`src/rtl/mnist_argmax.sv`:
```
// mnist_argmax: picks the winning digit from ten signed class scores.
// A frame is captured in one cycle, scanned one class per cycle, then held
// until the downstream takes it.
//
// state | meaning
// ------+-----------------------------------------------------------
// IDLE  | ready for a frame; in_ready=1
// SCAN  | compare buffer[idx] against best, idx = 1..NCLS-1
// DONE  | result presented on digit/max_score; out_valid=1
module mnist_argmax #(
    parameter int SCORE_W = 32,
    parameter int NCLS    = 10
) (
    input  logic                    clk,
    input  logic                    rst,
    input  logic [NCLS*SCORE_W-1:0] scores,
    input  logic                    in_valid,
    output logic                    in_ready,
    output logic                    out_valid,
    input  logic                    out_ready,
    output logic [3:0]              digit,
    output logic [SCORE_W-1:0]      max_score,
    output logic [15:0]             frame_cnt
);

    localparam logic [3:0] LAST_IDX = 4'(NCLS - 1);

    typedef enum logic [1:0] {
        IDLE = 2'd0,
        SCAN = 2'd1,
        DONE = 2'd2
    } state_t;

    state_t state, state_nxt;

    logic signed [SCORE_W-1:0] buffer [NCLS];
    logic signed [SCORE_W-1:0] best;
    logic [3:0]                best_idx;
    logic [3:0]                idx;

    logic signed [SCORE_W-1:0] cand;
    logic                      take;
    logic signed [SCORE_W-1:0] best_upd;
    logic [3:0]                best_idx_upd;

    // Compare the current candidate; only a strictly larger score wins, so ties keep the lower index
    always_comb begin
        cand         = buffer[idx];
        take         = (cand > best);
        best_upd     = take ? cand : best;
        best_idx_upd = take ? idx : best_idx;
    end

    // State register
    always_ff @(posedge clk) begin
        if (rst) state <= IDLE;
        else     state <= state_nxt;
    end

    // Next-state logic
    always_comb begin
        state_nxt = state;
        case (state)
            IDLE:    if (in_valid) state_nxt = SCAN;
            SCAN:    if (idx == LAST_IDX) state_nxt = DONE;
            DONE:    if (out_ready) state_nxt = IDLE;
            default: state_nxt = IDLE;
        endcase
    end

    // Handshake outputs decoded from state
    always_comb begin
        in_ready  = (state == IDLE);
        out_valid = (state == DONE);
    end

    // Datapath: capture, running maximum, result registers and frame counter
    always_ff @(posedge clk) begin
        if (rst) begin
            for (int k = 0; k < NCLS; k++) buffer[k] <= '0;
            best      <= '0;
            best_idx  <= '0;
            idx       <= '0;
            digit     <= '0;
            max_score <= '0;
            frame_cnt <= '0;
        end else begin
            case (state)
                IDLE: begin
                    if (in_valid) begin
                        for (int k = 0; k < NCLS; k++)
                            buffer[k] <= scores[SCORE_W*k +: SCORE_W];
                        best     <= scores[SCORE_W-1:0];
                        best_idx <= 4'd0;
                        idx      <= 4'd1;
                    end
                end
                SCAN: begin
                    best     <= best_upd;
                    best_idx <= best_idx_upd;
                    idx      <= idx + 4'd1;
                    // Result registers only move when a new result is published,
                    // so they keep the last delivered value outside DONE
                    if (idx == LAST_IDX) begin
                        digit     <= best_idx_upd;
                        max_score <= best_upd;
                    end
                end
                DONE: begin
                    if (out_ready) frame_cnt <= frame_cnt + 16'd1;
                end
                default: ;
            endcase
        end
    end

endmodule

```
`config.mk`:
```
export PLATFORM = sky130hd
export DESIGN_NAME = mnist_argmax
export DESIGN_NICKNAME = d
export VERILOG_FILES = /design/src/rtl/mnist_argmax.sv
export SDC_FILE = /design/constraint.sdc
export NUM_CORES = 1
export LEC_CHECK = 0
export ABC_AREA = 0
export CORE_MARGIN = 2
export CORE_UTILIZATION = 65
export DETAILED_ROUTE_END_ITERATION = 6
export DONT_BUFFER_PORTS = 1
export PLACE_DENSITY_LB_ADDON = 0.12
export SYNTH_ARGS = -nofsm -noshare
export SYNTH_HDL_FRONTEND = slang
export SYNTH_SLANG_ARGS = --single-unit
```
`constraint.sdc`:
```
create_clock -name clk -period 27.6 [get_ports clk]
set_clock_uncertainty 0.15 [all_clocks]
set_input_delay 5.52 -clock clk [delete_from_list [all_inputs] [get_ports clk]]
set_output_delay 5.52 -clock clk [all_outputs]
set_load 0.02 [all_outputs]
```
# Yosys cells after proc, flatten, opt, wreduce, memory -nomap -nowiden
# Memories as Yosys holds them, arrays and structs flattened. A register that Yosys moved wholly into a read port is not among the register bits.
# Index checks and enable logic that the tools add are counted.
[word_totals]
memories = 1
elab_cells = 63
output_inout_bits = 54
inputBits = 324
ramBits = 320
reg_bits = 94
[memory_table]
columns = ["name", "depth", "word_bits", "read_ports", "rd_ports_with_merged_regs", "write_ports", "line_no", "source"]
rows = [
  ["buffer", 10, 32, 1, 1, 10, "36", "logic signed [SCORE_W-1:0] buffer [NCLS];"],
]
[op_classes]
bitwise_logic = 10
n_lt_le_gt_ge = 1
muxes = 30
eq_ne = 6
addsub = 2
reduce_logical = 6
[op_table]
columns = ["op", "n"]
rows = [
  ["$mux 32", 12],
  ["$pmux 32 s2", 1],
  ["$gt 32x32->1", 1],
  ["$mux 4", 5],
  ["$add 16x1->16 const B", 1],
  ["$pmux 4 s2", 2],
  ["$or 1x1->1", 10],
  ["$mux 1", 6],
  ["$mux 2", 3],
  ["$pmux 2 s3", 1],
  ["$reduce_and 2->1", 3],
  ["$add 4x1->4 const B", 1],
  ["$eq 4x4->1 const B", 1],
  ["$ne 2x2->1 const B", 2],
  ["$reduce_and 3->1", 1],
  ["$eq 2x1->1 const B", 1],
  ["$eq 2x2->1 const B", 1],
  ["$logic_not 2->1", 1],
  ["$ne 2x1->1 const B", 1],
  ["$reduce_bool 2->1", 1],
]

# Logic depth before layout (Yosys ltp)
# Gate-level depths: netlist of the first run.
[depth]
depth_word = 5
ltp_mapped = 16
ltp_nobuf = 12

# Worst setup path after synthesis of the first run
# OpenSTA, ideal clock, no wires.
[synth_timing]
path_type = "input to register"
startpoint = "input rst"
endpoint = "register best[0]"
path_slack_ns = 13.351
setup_time_ns = 0.122
cell_stages = 4
n_path_buf = 1
t_required_ns = 27.328
arrival_time_ns = 13.978
cell_sequence = "nand2b_1 a31oi_1 clkbuf_1 a221o_1"
[synth_lines]
columns = ["item", "line_no", "source"]
rows = [
  ["start, declared", "15", "input logic rst,"],
  ["end signal, assigned", "93", "best <= scores[SCORE_W-1:0];"],
  ["end signal, assigned", "99", "best <= best_upd;"],
  ["end, declared", "37", "logic signed [SCORE_W-1:0] best;"],
]

==> results of run 1 <==
## flip-flops by register name, summed over array words and instances, names as in the netlist, named ones only
name	flops
frame_cnt	16
digit	4
best_idx	4
best	32
max_score	32
idx	4
state	2
buffer	320
## worst register-to-register path: stages (launching register included)
cell and delay [ns]:
dfxtp_4 0.63, buf_4 0.72, mux4_2 0.64, nor2b_1 0.17
a211oi_1 0.42, a21oi_1 0.19, ha_1 0.42, nand4_1 0.22
nor3_2 0.23, a221oi_2 0.08, o21a_2 0.17, o21ai_2 0.47
buf_4 0.42, nor4_4 0.08, buf_4 0.24, a221o_1 0.38
## cell usage in the layout (no fill, tap or decap), types with 21 or more instances in the layout
cell | synthesis | routed
mux2i_1 | 33 | 33
nand2_1 | 21 | 21
dfxtp_1 | 98 | 94
inv_1 | 40 | 40
nor2b_1 | 33 | 32
clkbuf_16 | 0 | 43
edfxtp_1 | 320 | 320
o21ai_0 | 40 | 40
a311oi_1 | 47 | 47
ha_1 | 35 | 35
diode_2 | 0 | 29
and2_1 | 322 | 322
a211oi_1 | 45 | 45
nand3_1 | 41 | 41
a21oi_1 | 58 | 58
mux4_2 | 64 | 64
nor2_1 | 71 | 69
## logic make-up after synthesis
family	count (synthesis)
simple gates	521
flops	418
compound gates	233
buf+inv	153
mux	98
fa+ha+maj	35
xor+xnor	11
## synthesized netlist by cell type, types with 2 or more instances
cell	instances
and2_1	322
a221o_1	20
a311oi_1	47
buf_4	11
nor4_1	3
o311ai_1	2
o21a_1	3
o311ai_0	2
ha_1	35
nand4_1	13
nand2b_1	2
buf_6	2
and4_1	2
and3_1	3
o21ai_0	40
a21oi_1	58
inv_1	40
nor2b_1	33
nor2_1	71
o21ai_1	4
mux2i_1	33
a31oi_1	2
buf_2	16
dfxtp_1	98
xnor2_1	4
or3_1	5
nand2_1	21
clkbuf_1	80
a21o_1	2
xor2_1	7
buf_1	4
nand3_1	41
a211oi_1	45
edfxtp_1	320
mux4_2	64
## layer usage
| layer | wire [microns] | part of all wire, % |
|---|---|---|
| met2 | 21200 | 47 |
| met3 | 4430 | 9.8 |
| met1 | 18400 | 41 |
| met5 | 45 | 0.10 |
| met4 | 1070 | 2.4 |
## metrics by stage
stage / setup slack [ns] / hold WS (ns) / power [mW] / utilization (%)
2_1_floorplan: 13.35 / 0.306 / 0.920 / -
4_1_cts: 19.04 / 0.326 / 1.53 / 71.9
3_3_place_gp: 18.57 / 0.313 / 0.948 / 66.9
5_1_grt: 18.76 / 0.344 / 1.58 / 72.0
6_report: 19.05 / 0.328 / 1.53 / 72.1
3_5_place_dp: 18.47 / 0.318 / 0.955 / 66.9
## report_power, final
group / switching (mW) / internal, mW / leakage (nW)
registers: 0.0199 / 0.728 / 4.27
clock network: 0.240 / 0.344 / 0.686
logic: 0.121 / 0.0757 / 2.52
## worst paths after layout
kind	to	from	cells past startpoint	slack (ns)
setup reg to reg	best[23]	flop	15	21.85
hold / removal	best_idx[2]	best_idx[2]	2	0.33
hold reg to reg	best_idx[2]	best_idx[2]	2	0.33
setup / recovery	buffer[7][21]	in_valid	4	19.05
## area by class of cell
class	count	share of cell area, %
sequential	418	55.7
timing repair buffer	15	0.541
inverter	40	0.722
clock inverter	29	1.56
clock buffer	48	5.26
multi-input combinational	898	33.6
tap	384	2.31
antenna	29	0.349
==> out/results.tsv, run 1 <==
stage	metric	value	unit
grt	initial antenna violation count	26	
grt	first-pass GRT wire length	67300	microns
worst_hold_path	worst hold path class	reg -> reg	
place	dpl hpwl	30700	microns
clock_network	Worst-path clk slew	0.06	ns
setup_path	critical path cell sequence	nand2_1 > nand2b_4 > buf_4 > buf_4	
pwr	Pleak	7.48	nW
setup_path	slowest stage delay, CP	1.00	ns
setup_path	Crit path top cell by count	buf_4	
grt	number of global-route vias before repair	11400	
setup_path	CP max stage cell	buf_4	
clock_network	H-Tree Depth	2	
yosys	post-synthesis simple-gate area fraction	15.6	%
grt	GR Layer Usage met3	8.16	%
drt	drt wl/cell	24.2	microns
clock_network	post_cts resized	0	
sta	RSZ-0062 raised after global routing	false	
pwr	Power Dens Cells	73.4	mW/mm^2
finish	Final Non-Filler Cells	1861	
sta	Hold Violations, Final	0	
drt	drt drc	0	
clock_network	postcts setup bufs	0	
yosys	Post-Syn Nets	1828	
clock_network	CTS max path bufs	3	
clock_network	CTS tree	built	
setup_path	crit path DAT	8.57	ns
place	placed cells	1755	
floorplanning	Cell Rows	62	
grt	largest net degree at the start of global routing	171	
floorplanning	Die Y	176	microns
pwr	Max VDD drop	0.0601	mV
yosys	Adder-Cell Fraction of Synth Area	2.28	%
finish	Layout area overhead	8.53	%
setup_path	Crit Path Max Fanout	89	
setup_path	Startpoint Class	primary input	
yosys	synthesized instance count	1469	
yosys	Synth Flop Type	edfxtp_1	
yosys	Compound-Gate Fraction of Synth Area	8.53	%
flow_run	MaxCap Viol Count	0	
sta	Worst Tran Pin Value	1.21	ns
yosys	Yosys top cell area share	50.1	%
floorplanning	I/O pin count	378	
grt	met1 Resource Use GR	40.6	%
yosys	Post-Syn Area per Cell	13.1	sq um
setup_path	Largest delay share family, worst path	buffers and inverters	
setup_path	Required @ worst endpoint	27.62	ns
yosys	Post-Synthesis Cell Area	0.0192	sq mm
drt	initial DRC count	1117	
setup_path	Crit Path Category	in -> reg	
yosys	Post-Synth XOR/XNOR Area	0.502	%
floorplanning	Die Wd	176	microns
place	dpl cell area	0.0193	sq mm
sta	Final period util	31.0	%
clock_network	worst-skew pair later-pin latency	0.55	ns
sta	setup tns final	0	ns
yosys	count of cell types in the netlist	49	
sta	slew margin rel.	19.1	%
yosys	Post-synth EDFFs	320	
floorplanning	initial core utilization	66.4	%
sta	setup violators final	0	
grt	Remaining Overflow, GRT	0	
finish	Design Area, Final	0.0208	sq mm
yosys	sequential area share after synthesis	60.3	%
floorplanning	Die Area	0.0309	sq mm
drt	first drt pass iteration count	5	
drt	Post-DRT Antenna Nets	0	
yosys	Area contributors post-synth	edfxtp_1 50%, and2_1 11%, dfxtp_1 10%	
sta	Final Critical Period	8.56	ns
setup_path	worst path bufs/invs	2	
yosys	#FFs+latches synth	418	
clock_network	Post-CTS Hold Buffers	0	
yosys	Yosys warning total	0	
sta	max-slew violation total from the final report	0	
yosys	top cell type by total area after synthesis	edfxtp_1	
clock_network	CTS Buf Count	43	
floorplanning	core area	0.0289	sq mm
finish	FILL cells	1912	
finish	final net count	1775	
clock_network	Sink Count	418	
grt	Global Route met2 Usage	45.1	%
clock_network	Root Driver	clkbuf_16	
drt	wirelength, routed	45100	microns
drt	via count	11700	
yosys	post-synthesis mux area share	9.30	%
setup_path	CP Capture Type	flop	
finish	layout cells sized above 1	10.9	%
yosys	ys async rst share	0	%
grt	GRT Resource Usage Total	29.0	%
finish	Register Area	0.0116	sq mm
drt	Via-to-Cell Ratio	6.31	
finish	multi-input logic area	0.00699	sq mm
place	port buffer count	0	
run_status	outcome	completed	
grt	layer with the highest usage	met2	
place	routability congestion estimate	0.838	
yosys	main combinational cell family by area after synthesis	simple AND/OR/NAND/NOR gates	
sta	fmax	0.117	GHz
Note: power is estimated with default switching activity, not from simulation.
==> inputs of run 2 (changes only) <==
--- a/config.mk
+++ b/config.mk
@@ -7,7 +7,7 @@
 export LEC_CHECK = 0
 export ABC_AREA = 0
 export CORE_MARGIN = 2
-export CORE_UTILIZATION = 65
+export CORE_UTILIZATION = 64
 export DETAILED_ROUTE_END_ITERATION = 6
 export DONT_BUFFER_PORTS = 1
 export PLACE_DENSITY_LB_ADDON = 0.12
==> constraint.sdc (replaced) <==
create_clock -name clk -period 8.07 [get_ports clk]
set_clock_uncertainty 0.15 [all_clocks]
set_input_delay 1.614 -clock clk [delete_from_list [all_inputs] [get_ports clk]]
set_output_delay 1.614 -clock clk [all_outputs]
set_load 0.02 [all_outputs]
==> out/results.tsv, run 2 (same netlist as run 1, synthesis figures left out) <==
stage	metric	value	unit	change
place	pre-CTS setup slack	2.00	ns	-16.47 ns
setup_path	Crit Path Category	reg -> reg		
drt	wirelength, routed	46100	microns	+2.1%
place	port buffer count	0		unchanged
floorplanning	Die Y	177	microns	+0.76%
pwr	Pleak	7.49	nW	about the same
pwr	Max VDD drop	0.196	mV	+230%
clock_network	CTS Buf Count	43		unchanged
drt	initial DRC count	1323		+18%
clock_network	CTS tree	built		
flow_run	MaxCap Viol Count	0		unchanged
setup_path	slowest stage delay, CP	1.08	ns	+0.08 ns
finish	final net count	1774		-0.056%
sta	slew margin rel.	17.0	%	-2.0 points
setup_path	R2R setup slack	2.01	ns	-19.84 ns
floorplanning	I/O pin count	378		unchanged
sta	Hold Violations, Final	0		unchanged
pwr	Power Dens Cells	252	mW/mm^2	+240%
grt	GRT Resource Usage Total	28.9	%	-0.12 points
clock_network	Root Driver	clkbuf_16		
finish	FILL cells	2001		+4.7%
grt	number of global-route vias before repair	11000		-3.2%
place	routability congestion estimate	0.913		+9.0%
finish	Most flops, register	buffer		
grt	largest net degree at the start of global routing	166		-2.9%
worst_hold_path	worst hold path class	reg -> reg		
finish	post-layout util	70.3	%	-1.8 points
sta	setup tns final	0	ns	unchanged
clock_network	CTS max path bufs	3		unchanged
setup_path	crit path DAT	6.37	ns	-2.20 ns
sta	Final period util	75.1	%	
worst_hold_path	hold_sp	best_idx[0]		
finish	Layout area overhead	8.33	%	
sta	Worst Tran Pin Value	1.24	ns	+0.0251 ns
run_status	outcome	completed		
setup_path	Required @ worst endpoint	8.38	ns	-19.24 ns
sta	Final Critical Period	6.06	ns	
setup_path	CP Capture Type	flop		
finish	max FFs per register	320		unchanged
floorplanning	initial core utilization	64.9	%	-1.6 points
drt	drt drc	0		unchanged
finish	commonest non-fill, non-tap cells in the layout	322 x and2_1, 320 x edfxtp_1, 94 x dfxtp_1		
clock_network	postcts setup bufs	0		unchanged
setup_path	critical path cell sequence	buf_4 > mux4_2 > nor2b_1 > a211oi_1 > a21oi_1 > ha_1 > nand4_1 > nor4_1 > inv_1 > o211a_4 > nor4_4 > a221o_1		
drt	via count	11600		-1.0%
clock_network	Sink Count	418		unchanged
setup_path	worst r2r dst	best[23]		
setup_path	CP max stage cell	nor4_4		
drt	drt wl/cell	24.8	microns	+2.4%
grt	Remaining Overflow, GRT	0		unchanged
clock_network	Post-CTS Hold Buffers	0		unchanged
setup_path	crit path capture	best[23]		
sta	max-slew violation total from the final report	0		unchanged
drt	first drt pass iteration count	5		unchanged
sta	fmax	0.165	GHz	
floorplanning	core area	0.0296	sq mm	+2.4%
clock_network	H-Tree Depth	2		unchanged
clock_network	post_cts resized	0		unchanged
setup_path	R2R depth	12		-3
sta	setup violators final	0		unchanged
floorplanning	Die Wd	177	microns	+0.76%
clock_network	Worst-path clk slew	0.06	ns	about the same
grt	first-pass GRT wire length	67300	microns	about the same
setup_path	Crit Path Max Fanout	44		-51%
setup_path	Startpoint Class	flop		
sta	Fin Hold WS	0.333	ns	+0.00518 ns
grt	initial antenna violation count	24		-7.7%
clock_network	worst-skew pair later-pin latency	0.54	ns	about the same
finish	biggest regs	buffer (320), best (32), max_score (32)		
place	dpl hpwl	32100	microns	+4.5%
sta	final worst slack	2.01	ns	-17.03 ns
floorplanning	Die Area	0.0314	sq mm	+1.5%
floorplanning	Cell Rows	63		+1.6%
finish	most common cell after layout, fill and taps aside	and2_1		
drt	Post-DRT Antenna Nets	0		unchanged
finish	layout cells sized above 1	10.9	%	unchanged
sta	RSZ-0062 raised after global routing	false		
drt	Via-to-Cell Ratio	6.27		-0.73%
## run 2: layout make-up
class | instances | area (sq um) | area share, %
clock inverters | 21 | 243 | 1.17
diodes | 17 | 42.5 | 0.205
flip-flops and latches | 418 | 11600 | 55.8
clock buffers | 57 | 1160 | 5.57
well taps | 390 | 488 | 2.35
inverters | 40 | 150 | 0.723
repair buffers | 14 | 118 | 0.566
multi-input cells | 898 | 6990 | 33.7
## run 2: critical path, delay by kind of cell, from the launching register on
kind | cells | cell delay (ns)
AND/OR/NAND/NOR | 4 | 1.77
AO/OA/AOI/OAI | 4 | 1.29
flip-flops | 1 | 0.93
buffers and inverters | 2 | 0.81
multiplexers | 1 | 0.57
adder cells (fa/ha/maj) | 1 | 0.41
## run 2: routing by layer
metal / share of wire (%) / track usage (%)
met4: 2.5 / 8.16
met1: 42 / 43.0
met3: 9.4 / 7.26
met2: 46 / 42.6
met5: 0.20 / 0
## run 2: worst min-delay path by stage
stage | to | slack (ns) | cells past startpoint
CTS | best_idx[2] | 0.33 | 2
global route | best_idx[3] | 0.35 | 2
detailed placement | best_idx[2] | 0.32 | 2
finish | digit[0] | 0.33 | 2
floorplan | best_idx[3] | 0.31 | 2
global placement | best_idx[2] | 0.31 | 2
## run 2: per-stage QoR
stage / power [mW] / std cells / area, sq um
floorplan: 3.13 / 1469 / 19200
global placement: 3.26 / 1760 / 19300
detailed placement: 3.28 / 1760 / 19300
CTS: 5.23 / 1838 / 20700
global route: 5.41 / 1853 / 20800
finish: 5.22 / 1855 / 20800
## run 2: where the power goes
| part | switching, mW | internal (mW) | total [mW] |
|---|---|---|---|
| sequential | 0.0787 | 2.49 | 2.57 |
| clock | 0.805 | 1.17 | 1.98 |
| combinational | 0.417 | 0.260 | 0.677 |
| total | 1.30 | 3.92 | 5.22 |
==> inputs of run 3 (changes only) <==
==> constraint.sdc (replaced) <==
create_clock -name clk -period 5.85 [get_ports clk]
set_clock_uncertainty 0.15 [all_clocks]
set_input_delay 1.17 -clock clk [delete_from_list [all_inputs] [get_ports clk]]
set_output_delay 1.17 -clock clk [all_outputs]
set_load 0.02 [all_outputs]
==> out/results.tsv, run 3 (same netlist as run 1, synthesis figures left out) <==
stage	metric	value	unit	change
finish	max FFs per register	320		unchanged
run_status	outcome	completed		
sta	Worst Tran Pin Value	1.18	ns	-0.0505 ns
setup_path	worst path bufs/invs	1		-1
place	pre-CTS setup slack	0.951	ns	-1.05 ns
setup_path	crit path DAT	5.29	ns	-1.08 ns
place	routability congestion estimate	0.862		-5.6%
pwr	Int Power	5.39	mW	+37%
clock_network	Sink Count	418		unchanged
finish	Most flops, register	buffer		
floorplanning	Cell Rows	63		unchanged
setup_path	CP Capture Type	flop		
setup_path	Required @ worst endpoint	6.17	ns	-2.21 ns
floorplanning	Die Wd	177	microns	unchanged
floorplanning	core area	0.0296	sq mm	unchanged
grt	largest net degree at the start of global routing	315		+90%
finish	most common cell after layout, fill and taps aside	and2_1		
pwr	Pleak	7.50	nW	+0.22%
place	dpl hpwl	31800	microns	-1.0%
pwr	Max VDD drop	0.276	mV	+41%
floorplanning	initial core utilization	64.9	%	unchanged
sta	Hold Violations, Final	0		unchanged
pwr	Comb power frac	13.2	%	+0.2 points
finish	Layout area overhead	8.56	%	
grt	met1 Resource Use GR	41.1	%	-1.9 points
sta	Final Critical Period	4.97	ns	-1.09 ns
clock_network	post_cts resized	0		unchanged
pwr	switching power	1.80	mW	+38%
worst_hold_path	worst hold path class	reg -> reg		
sta	final worst slack	0.881	ns	-1.13 ns
grt	GR Layer Usage met3	8.76	%	+1.5 points
sta	RSZ-0062 raised after global routing	false		
clock_network	Worst-path clk slew	0.07	ns	about the same
pwr	Clk pwr share	37.8	%	about the same
sta	max-slew violation total from the final report	0		unchanged
sta	fmax	0.201	GHz	+22%
sta	setup violators final	0		unchanged
clock_network	Post-CTS Hold Buffers	0		unchanged
drt	initial DRC count	1191		-10%
clock_network	CTS tree	built		
drt	Post-DRT Antenna Nets	0		unchanged
grt	Remaining Overflow, GRT	0		unchanged
setup_path	WP depth	13		+1
clock_network	worst-skew pair later-pin latency	0.54	ns	about the same
clock_network	CTS Buf Count	43		unchanged
floorplanning	I/O pin count	378		unchanged
clock_network	Root Driver	clkbuf_16		
clock_network	postcts setup bufs	0		unchanged
setup_path	R2R setup slack	0.88	ns	-1.13 ns
setup_path	worst r2r dst	best[7]		
drt	drt wl/cell	24.6	microns	-1.1%
finish	commonest non-fill, non-tap cells in the layout	322 x and2_1, 320 x edfxtp_1, 94 x dfxtp_1		
setup_path	R2R depth	13		+1
setup_path	Crit Path Category	reg -> reg		
grt	Global Route met2 Usage	42.4	%	-0.19 points
pwr	sequential power share	49.0	%	-0.2 points
grt	first-pass GRT wire length	67000	microns	-0.42%
floorplanning	Die Y	177	microns	unchanged
setup_path	CP max stage cell	a31oi_2		
floorplanning	Die Area	0.0314	sq mm	unchanged
setup_path	slowest stage delay, CP	0.93	ns	-0.15 ns
setup_path	Crit Path Max Fanout	25		-43%
flow_run	MaxCap Viol Count	0		unchanged
setup_path	crit path capture	best[7]		
finish	final net count	1779		+0.28%
setup_path	critical path cell sequence	buf_4 > mux4_2 > nor2b_1 > a211oi_1 > a21oi_1 > ha_1 > nand4_1 > nor3_2 > a221oi_2 > o21a_2 > o21a_1 > a31oi_2 > a221o_1		
place	port buffer count	0		unchanged
sta	slew margin rel.	21.0	%	+4.0 points
grt	number of global-route vias before repair	11300		+2.4%
setup_path	Largest delay share family, worst path	compound AO/OA/AOI/OAI gates		
sta	setup tns final	0	ns	unchanged
pwr	Power Dens Cells	346	mW/mm^2	+37%
sta	Final period util	84.9	%	+9.9 points
drt	drt drc	0		unchanged
drt	wirelength, routed	45700	microns	-0.72%
setup_path	Startpoint Class	flop		
grt	initial antenna violation count	26		+8.3%
clock_network	H-Tree Depth	2		unchanged
drt	first drt pass iteration count	7		+2
grt	GRT Resource Usage Total	28.9	%	about the same
drt	via count	11700		+0.46%
clock_network	CTS max path bufs	3		unchanged
pwr	Sw Share	25.0	%	+0.14 points
grt	layer with the highest usage	met2		
finish	layout cells sized above 1	10.9	%	-0.045 points
finish	biggest regs	buffer (320), best (32), max_score (32)		
drt	Via-to-Cell Ratio	6.27		about the same
## run 3: layout make-up
| cell class | count | area, sq um |
|---|---|---|
| clock buffers | 60 | 1180 |
| fillers | 1954 | 8750 |
| repair buffers | 19 | 168 |
| inverters | 40 | 150 |
| diodes | 19 | 47.5 |
| clock inverters | 19 | 206 |
| multi-input cells | 898 | 6990 |
| well taps | 390 | 488 |
| flip-flops and latches | 418 | 11600 |
## run 3: worst register-to-register path, stage by stage (launching register included)
cell and delay (ns):
dfxtp_4 0.53, buf_4 0.49, mux4_2 0.58, nor2b_1 0.15
a211oi_1 0.40, a21oi_1 0.15, ha_1 0.36, nand4_1 0.18
nor3_2 0.24, a221oi_2 0.08, o21a_2 0.17, o21a_1 0.21
a31oi_2 0.93, a221o_1 0.29
## run 3: how the worst min path moves through the flow
stage                           start           to  cells after the start
after floorplan           best_idx[3]  best_idx[3]                      2
after global placement    best_idx[3]  best_idx[3]                      2
after detailed placement  best_idx[3]  best_idx[3]                      2
after CTS                 best_idx[3]  best_idx[3]                      2
after global routing      best_idx[3]  best_idx[3]                      2
final                     best_idx[3]  best_idx[3]                      2
## run 3: per-stage QoR
stage / cell area [sq um] / cells / hold WS, ns / utilization, % / power, mW
3_3_place_gp: 19400 / 1765 / 0.306 / 65.6 / 4.49
6_report: 20800 / 1863 / 0.326 / 70.4 / 7.19
4_1_cts: 20800 / 1844 / 0.327 / 70.3 / 7.21
5_1_grt: 20800 / 1857 / 0.354 / 70.4 / 7.43
3_5_place_dp: 19400 / 1765 / 0.320 / 65.6 / 4.52
2_1_floorplan: 19200 / 1469 / 0.306 / - / 4.30
## run 3: power by group through the flow
stage,clock network (mW),logic [mW],registers [mW]
6_report,2.72,0.948,3.53
5_1_grt,2.85,1.03,3.55
4_1_cts,2.74,0.942,3.53
3_5_place_dp,0,0.933,3.59
3_3_place_gp,0,0.911,3.58
2_1_floorplan,0,0.751,3.55
## run 3: layer usage
| layer | share of wire (%) | routed length [microns] |
|---|---|---|
| met5 | 0.15 | 70 |
| met4 | 3.2 | 1480 |
| met2 | 45 | 20600 |
| met1 | 41 | 18700 |
| met3 | 11 | 4900 |
